==> src/rtl/qarctan_arbiter.sv <==
// qarctan_arbiter
//   Two-requester round-robin front end for one shared quadrature-arctan
//   engine. It accepts one operand pair and issues a one-cycle start pulse.
//   It then waits for the engine's done strobe, or gives up after TIMEOUT
//   WAIT cycles. The angle goes to the owning requester's result slot.
//   Only one operation is in flight at any time.
//
// Ports
//   clock, reset          rising-edge clock, asynchronous active-low reset
//   req_valid/req_ready   per-requester operand handshake (ready is combinational)
//   req_real/req_imag     packed signed operands, slice i = requester i
//   res_valid/res_ready   per-slot result handshake
//   res_data              packed angles, slice i = requester i
//   arc_start             one-cycle start pulse to the engine
//   arc_real/arc_imag     operands held stable for the whole operation
//   arc_data/arc_done     engine result and completion strobe
//   busy                  high whenever the FSM is not IDLE
//   timeout_err           sticky engine-hang flag, cleared only by reset
module qarctan_arbiter #(
  parameter int DATA_SIZE = 32,
  parameter int TIMEOUT   = 64
) (
  input  logic                   clock,
  input  logic                   reset,
  input  logic [1:0]             req_valid,
  output logic [1:0]             req_ready,
  input  logic [2*DATA_SIZE-1:0] req_real,
  input  logic [2*DATA_SIZE-1:0] req_imag,
  output logic [1:0]             res_valid,
  input  logic [1:0]             res_ready,
  output logic [2*DATA_SIZE-1:0] res_data,
  output logic                   arc_start,
  output logic [DATA_SIZE-1:0]   arc_real,
  output logic [DATA_SIZE-1:0]   arc_imag,
  input  logic [DATA_SIZE-1:0]   arc_data,
  input  logic                   arc_done,
  output logic                   busy,
  output logic                   timeout_err
);

  localparam int CNT_W = (TIMEOUT > 1) ? $clog2(TIMEOUT) : 1;
  localparam logic [CNT_W-1:0] CNT_LAST = CNT_W'(TIMEOUT - 1);

  typedef enum logic [1:0] {ST_IDLE, ST_ISSUE, ST_WAIT} state_t;

  state_t                 state_reg, state_next;
  logic                   rr_reg, rr_next;
  logic                   owner_reg, owner_next;
  logic [CNT_W-1:0]       cnt_reg, cnt_next;
  logic [DATA_SIZE-1:0]   op_real_reg, op_real_next;
  logic [DATA_SIZE-1:0]   op_imag_reg, op_imag_next;
  logic                   err_reg, err_next;

  logic [1:0] eligible;
  logic       any_elig;
  logic       sel;
  logic       done_hit;

  // A requester whose previous angle is still unread is not eligible.
  // Otherwise a second result would overwrite the unread one.
  assign eligible = req_valid & ~res_valid;
  assign any_elig = |eligible;
  // If both requesters are eligible, rr breaks the tie.
  // If only one is eligible, bit 1 says whether it is requester 1.
  assign sel      = (eligible == 2'b11) ? rr_reg : eligible[1];
  assign done_hit = (state_reg == ST_WAIT) && arc_done;

  // reset gates req_ready so no grant is visible while reset is held.
  assign req_ready   = (reset && state_reg == ST_IDLE && any_elig) ? (2'b01 << sel) : 2'b00;
  assign arc_start   = (state_reg == ST_ISSUE);
  assign busy        = (state_reg != ST_IDLE);
  assign arc_real    = op_real_reg;
  assign arc_imag    = op_imag_reg;
  assign timeout_err = err_reg;

  always_ff @(posedge clock or negedge reset) begin
    if (!reset) begin
      state_reg   <= ST_IDLE;
      rr_reg      <= 1'b0;
      owner_reg   <= 1'b0;
      cnt_reg     <= '0;
      op_real_reg <= '0;
      op_imag_reg <= '0;
      err_reg     <= 1'b0;
    end else begin
      state_reg   <= state_next;
      rr_reg      <= rr_next;
      owner_reg   <= owner_next;
      cnt_reg     <= cnt_next;
      op_real_reg <= op_real_next;
      op_imag_reg <= op_imag_next;
      err_reg     <= err_next;
    end
  end

  always_comb begin
    state_next   = state_reg;
    rr_next      = rr_reg;
    owner_next   = owner_reg;
    cnt_next     = cnt_reg;
    op_real_next = op_real_reg;
    op_imag_next = op_imag_reg;
    err_next     = err_reg;
    case (state_reg)
      ST_IDLE: begin
        if (any_elig) begin
          owner_next   = sel;
          op_real_next = sel ? req_real[2*DATA_SIZE-1:DATA_SIZE] : req_real[DATA_SIZE-1:0];
          op_imag_next = sel ? req_imag[2*DATA_SIZE-1:DATA_SIZE] : req_imag[DATA_SIZE-1:0];
          state_next   = ST_ISSUE;
        end
      end
      ST_ISSUE: begin
        cnt_next   = '0;
        state_next = ST_WAIT;
      end
      ST_WAIT: begin
        // If done and the timeout fall in the same cycle, done wins.
        if (arc_done) begin
          rr_next    = ~owner_reg;
          state_next = ST_IDLE;
        end else if (cnt_reg == CNT_LAST) begin
          err_next   = 1'b1;
          rr_next    = ~owner_reg;
          state_next = ST_IDLE;
        end else begin
          cnt_next = cnt_reg + 1'b1;
        end
      end
      default: state_next = ST_IDLE;
    endcase
  end

  // One result slot per requester. Each slot's data is kept until a new
  // completion for that requester overwrites it.
  generate
    for (genvar gi = 0; gi < 2; gi++) begin : g_slot
      logic                 valid_reg;
      logic [DATA_SIZE-1:0] data_reg;

      always_ff @(posedge clock or negedge reset) begin
        if (!reset) begin
          valid_reg <= 1'b0;
          data_reg  <= '0;
        end else begin
          if (valid_reg && res_ready[gi])
            valid_reg <= 1'b0;
          if (done_hit && owner_reg == 1'(gi)) begin
            valid_reg <= 1'b1;
            data_reg  <= arc_data;
          end
        end
      end

      assign res_valid[gi]                          = valid_reg;
      assign res_data[gi*DATA_SIZE +: DATA_SIZE]    = data_reg;
    end
  endgenerate

endmodule

==> config.mk <==
export PLATFORM = sky130hd
export DESIGN_NAME = qarctan_arbiter
export DESIGN_NICKNAME = d
export VERILOG_FILES = /design/src/rtl/qarctan_arbiter.sv
export SDC_FILE = /design/constraint.sdc
export NUM_CORES = 1
export LEC_CHECK = 0
export BUFFER_PORTS_ARGS = -buffer_cell sky130_fd_sc_hd__buf_2
export CAP_MARGIN = 20
export CORE_ASPECT_RATIO = 0.9
export CORE_MARGIN = 5
export CORE_UTILIZATION = 30
export DETAILED_ROUTE_END_ITERATION = 7
export PLACE_DENSITY = 0.62
export SETUP_SLACK_MARGIN = 0.1
export SYNTH_ARGS = -nofsm -noshare
export SYNTH_HDL_FRONTEND = slang
export SYNTH_SLANG_ARGS = --single-unit
==> constraint.sdc <==
create_clock -name clock -period 3 [get_ports clock]
set_input_delay 0.6 -clock clock [delete_from_list [all_inputs] [get_ports clock]]
set_output_delay 0.6 -clock clock [all_outputs]
set_load 0.05 [all_outputs]
==> results by group <==
Run status
  • Run status: completed

Routing
  • Met2 wire length: 8.35 mm
  • Vias per std cell: 4.55
  • DRC violation total after the first TritonRoute iteration: 189
  • Detailed-route via count: 4,786
  • First drt pass iteration count: 4
  • Routed Antenna Nets: 0
  • Total length of routed met3 wires: 1.63 mm
  • Detail-routed net length per standard cell: 16.5 um
  • Highest metal used: met5
  • Final wirelength: 17.4 mm
  • Met1 routed wirelength after detailed routing: 7.17 mm
  • Residual DRC count: 0

Finish
  • Final design area excluding fillers: 8370 um2
  • Filler cell count in the final layout: 1,904
  • Count of nets after finishing: 955
  • Footprint of the flip-flops and latches: 3530 um2
  • Share of post-route cells with drive strength above 1: 0.516
  • Non-Filler Instances: 1,052
  • Flip-flop count of the largest register after layout: 64
  • Antenna Diode Count: 0
  • Fin util: 0.421
  • Multi-input combinational cell area: 2310 um2
  • Growth of design area from synthesis to finish: 38.7%

Setup path
  • Cell-by-cell listing of the critical path: nor2b_1, nor2_1, and4b_1, buf_2
  • Flop-to-flop setup slack: 0.99 ns
  • Arrival time at the worst endpoint: 1.97 ns
  • Highest fanout seen on the critical path: 3
  • Type of destination of the critical path: output port
  • Critical Path RT: 2.40 ns
  • Cell with the largest stage delay on the worst path: sky130_fd_sc_hd__nor2b_1
  • Worst stage delay on the critical path: 0.46 ns
  • Critical path class: register to output port
  • Critical path startpoint category: register

Timing
  • Achievable Freq: 389 MHz
  • Final total negative setup slack: 0 ns
  • Time the worst path needs with I/O delays and setup: 2.57 ns
  • Post-route clock skew: 0.00767 ns
  • Tcrit/Tclk final: 0.857
  • Final Max Slew Viols: 0
  • Slew margin rel.: 0.487
  • Final-layout worst hold slack: 0.0450 ns
  • Setup Viol. Count Final: 0
  • Final hold violation count: 0
  • Worst Max-Slew Pin Slew: 0.769 ns
  • Setup repair after global routing missed its margin: false
  • Min setup slack post-route: 0.428 ns

Global route
  • Maximum number of pins on one net before global-route repair: 131
  • Via count of the first global-routing pass: 5,092
  • Global-route wire length before repair: 27.4 mm
  • Initial antenna violation count: 2
  • Global-route usage over all layers: 0.149
  • Total grt overflow: 0

Clock tree
  • Number of hold buffers added after CTS: 0
  • Resized cells post-CTS: 0
  • Clock Latency Late Sink: 0.41 ns
  • Count of buffers added by post-CTS timing repair for setup: 0
  • Root buf cell: sky130_fd_sc_hd__clkbuf_16
  • CTS buffer count: 17
  • Number of H-tree branching levels: 4
  • TritonCTS Sinks: 141
  • CTS tree: built
  • Worst-case clock buffer depth: 2
  • Clock slew at reported path FFs: 0.07 ns

Floorplan
  • Die span in y: 145 um
  • Die area: 23,100 um2
  • Starting utilization of the core area: 0.304
  • Floorplan die width: 160 um
  • # rows: 49
  • Top-level I/O count: 302
  • Area of the placeable core: 19,900 um2

Power and ir drop
  • Leakage: 4.31 nW
  • Total chip power: 11.5 mW
  • VDD IR max: 725 uV
  • Pwr per Cell Area: 1370 nW/um2

Yosys
  • Top cells by area in the synthesized netlist: sky130_fd_sc_hd__dfrtp_1 58%, sky130_fd_sc_hd__mux2_2 12%, sky130_fd_sc_hd__mux2i_1 11%
  • Proportion of synthesized chip area in sequential cells: 0.585
  • Post-synthesis cell type with the largest combined area: sky130_fd_sc_hd__dfrtp_1
  • Flip-flop and latch count after synthesis: 141
  • Mean area per synthesized cell: 12.3 um2
  • Distinct cell type count of the synthesized netlist: 36
  • Warnings, synthesis: 0
  • Syn nets: 660
  • Mapped Cells: 489
  • Syn Std Cell Area: 6030 um2
  • Synth top area share: 0.585

Place
  • Instance area at placement: 7770 um2
  • Number of cells after detailed placement: 1,020
  • Count of port buffers added during placement: 301
  • Routability cong.: 0.773
  • HPWL reported at the end of detailed placement: 12.9 mm
  • Worst Setup Slack post-DPL: 0.548 ns

Hold path
  • Type of the worst min-delay path: primary input to async pin

Run
  • Max Cap Violations: 0
## path summary, 6_finish.rpt
path                                                 start  depth (start not counted)                                 end
setup / recovery           g_slot[0].valid_reg$_DFFE_PN0P_                          4                        req_ready[1]
hold / removal                                       reset                          1  g_slot[0].data_reg[25]$_DFFE_PN0P_
setup reg to reg           g_slot[1].valid_reg$_DFFE_PN0P_                          5            arc_imag[11]$_DFFE_PN0P_
hold reg to reg                    timeout_err$_DFFE_PN0P_                          1             timeout_err$_DFFE_PN0P_
max in group asynchronous                            reset                          2            arc_imag[26]$_DFFE_PN0P_
min in group clock                            res_ready[1]                          2     g_slot[1].valid_reg$_DFFE_PN0P_
## critical path, delay by kind of cell, from the launching register on
family / cells / cell delay [ns]
flops: 1 / 0.42
buf+inv: 1 / 0.27
simple gates: 3 / 0.86
## placed cells by master (no fill, tap or decap), types with 2 or more instances in the layout
master                         n
sky130_fd_sc_hd__dfrtp_1     141
sky130_fd_sc_hd__nor2b_1       3
sky130_fd_sc_hd__o21ai_1      27
sky130_fd_sc_hd__bufinv_16     2
sky130_fd_sc_hd__inv_6         6
sky130_fd_sc_hd__ha_1          4
sky130_fd_sc_hd__inv_1         9
sky130_fd_sc_hd__clkbuf_16    17
sky130_fd_sc_hd__clkinvlp_4    2
sky130_fd_sc_hd__nor2_1        2
sky130_fd_sc_hd__nand3_1       6
sky130_fd_sc_hd__mux2i_1      64
sky130_fd_sc_hd__a21oi_1       4
sky130_fd_sc_hd__inv_8         3
sky130_fd_sc_hd__buf_2       300
sky130_fd_sc_hd__mux2_2       66
sky130_fd_sc_hd__a31oi_1       4
sky130_fd_sc_hd__nand2_1      66
sky130_fd_sc_hd__o21ai_0      40
sky130_fd_sc_hd__nand2b_1      2
sky130_fd_sc_hd__buf_4         6
sky130_fd_sc_hd__o221ai_1      2
## area by class of cell
type	count	area share
timing repair buffer	308	0.188
multi-input combinational	307	0.276
clock inverter	15	0.0209
clock buffer	17	0.0508
sequential	141	0.422
inverter	9	0.00404
tap	255	0.0381
## synth_stat cells (all sizes together)
| library cell | instances |
|---|---|
| dfrtp | 141 |
| a311oi | 1 |
| nand4 | 1 |
| nor2b | 4 |
| o21ai | 68 |
| nand2 | 66 |
| and3 | 1 |
| nand3 | 6 |
| a21boi | 1 |
| mux2i | 64 |
| a41o | 1 |
| buf | 23 |
| nand2b | 2 |
| a31oi | 4 |
| nand3b | 1 |
| nor2 | 2 |
| a21oi | 4 |
| o41ai | 1 |
| a31o | 1 |
| a22o | 1 |
| clkbuf | 9 |
| nor3b | 2 |
| o221ai | 2 |
| ha | 4 |
| and4b | 1 |
| o31ai | 1 |
| a21o | 1 |
| o311ai | 1 |
| inv | 9 |
| mux2 | 66 |
## power by group
part           total (mW)  internal, mW  switching, mW
Combinational        6.08          1.52           4.56
Sequential           3.23          2.80          0.436
Clock                2.16          1.26          0.907
## routing by layer
layer | up-vias | track usage
li1 | 2305 | -
met1 | 2243 | 0.178
met2 | 209 | 0.245
met3 | 25 | 0.0681
met4 | 4 | 0.0417
met5 | - | 0
## cell families after synthesis
logic type | count (synthesis) | share of synthesized area
AND/OR/NAND/NOR | 86 | 0.0614
multiplexers | 130 | 0.229
buffers and inverters | 41 | 0.0357
AO/OA/AOI/OAI | 87 | 0.0807
adder cells (fa/ha/maj) | 4 | 0.00829
flip-flops | 141 | 0.585
No activity file was read; power rests on OpenSTA's default activity.
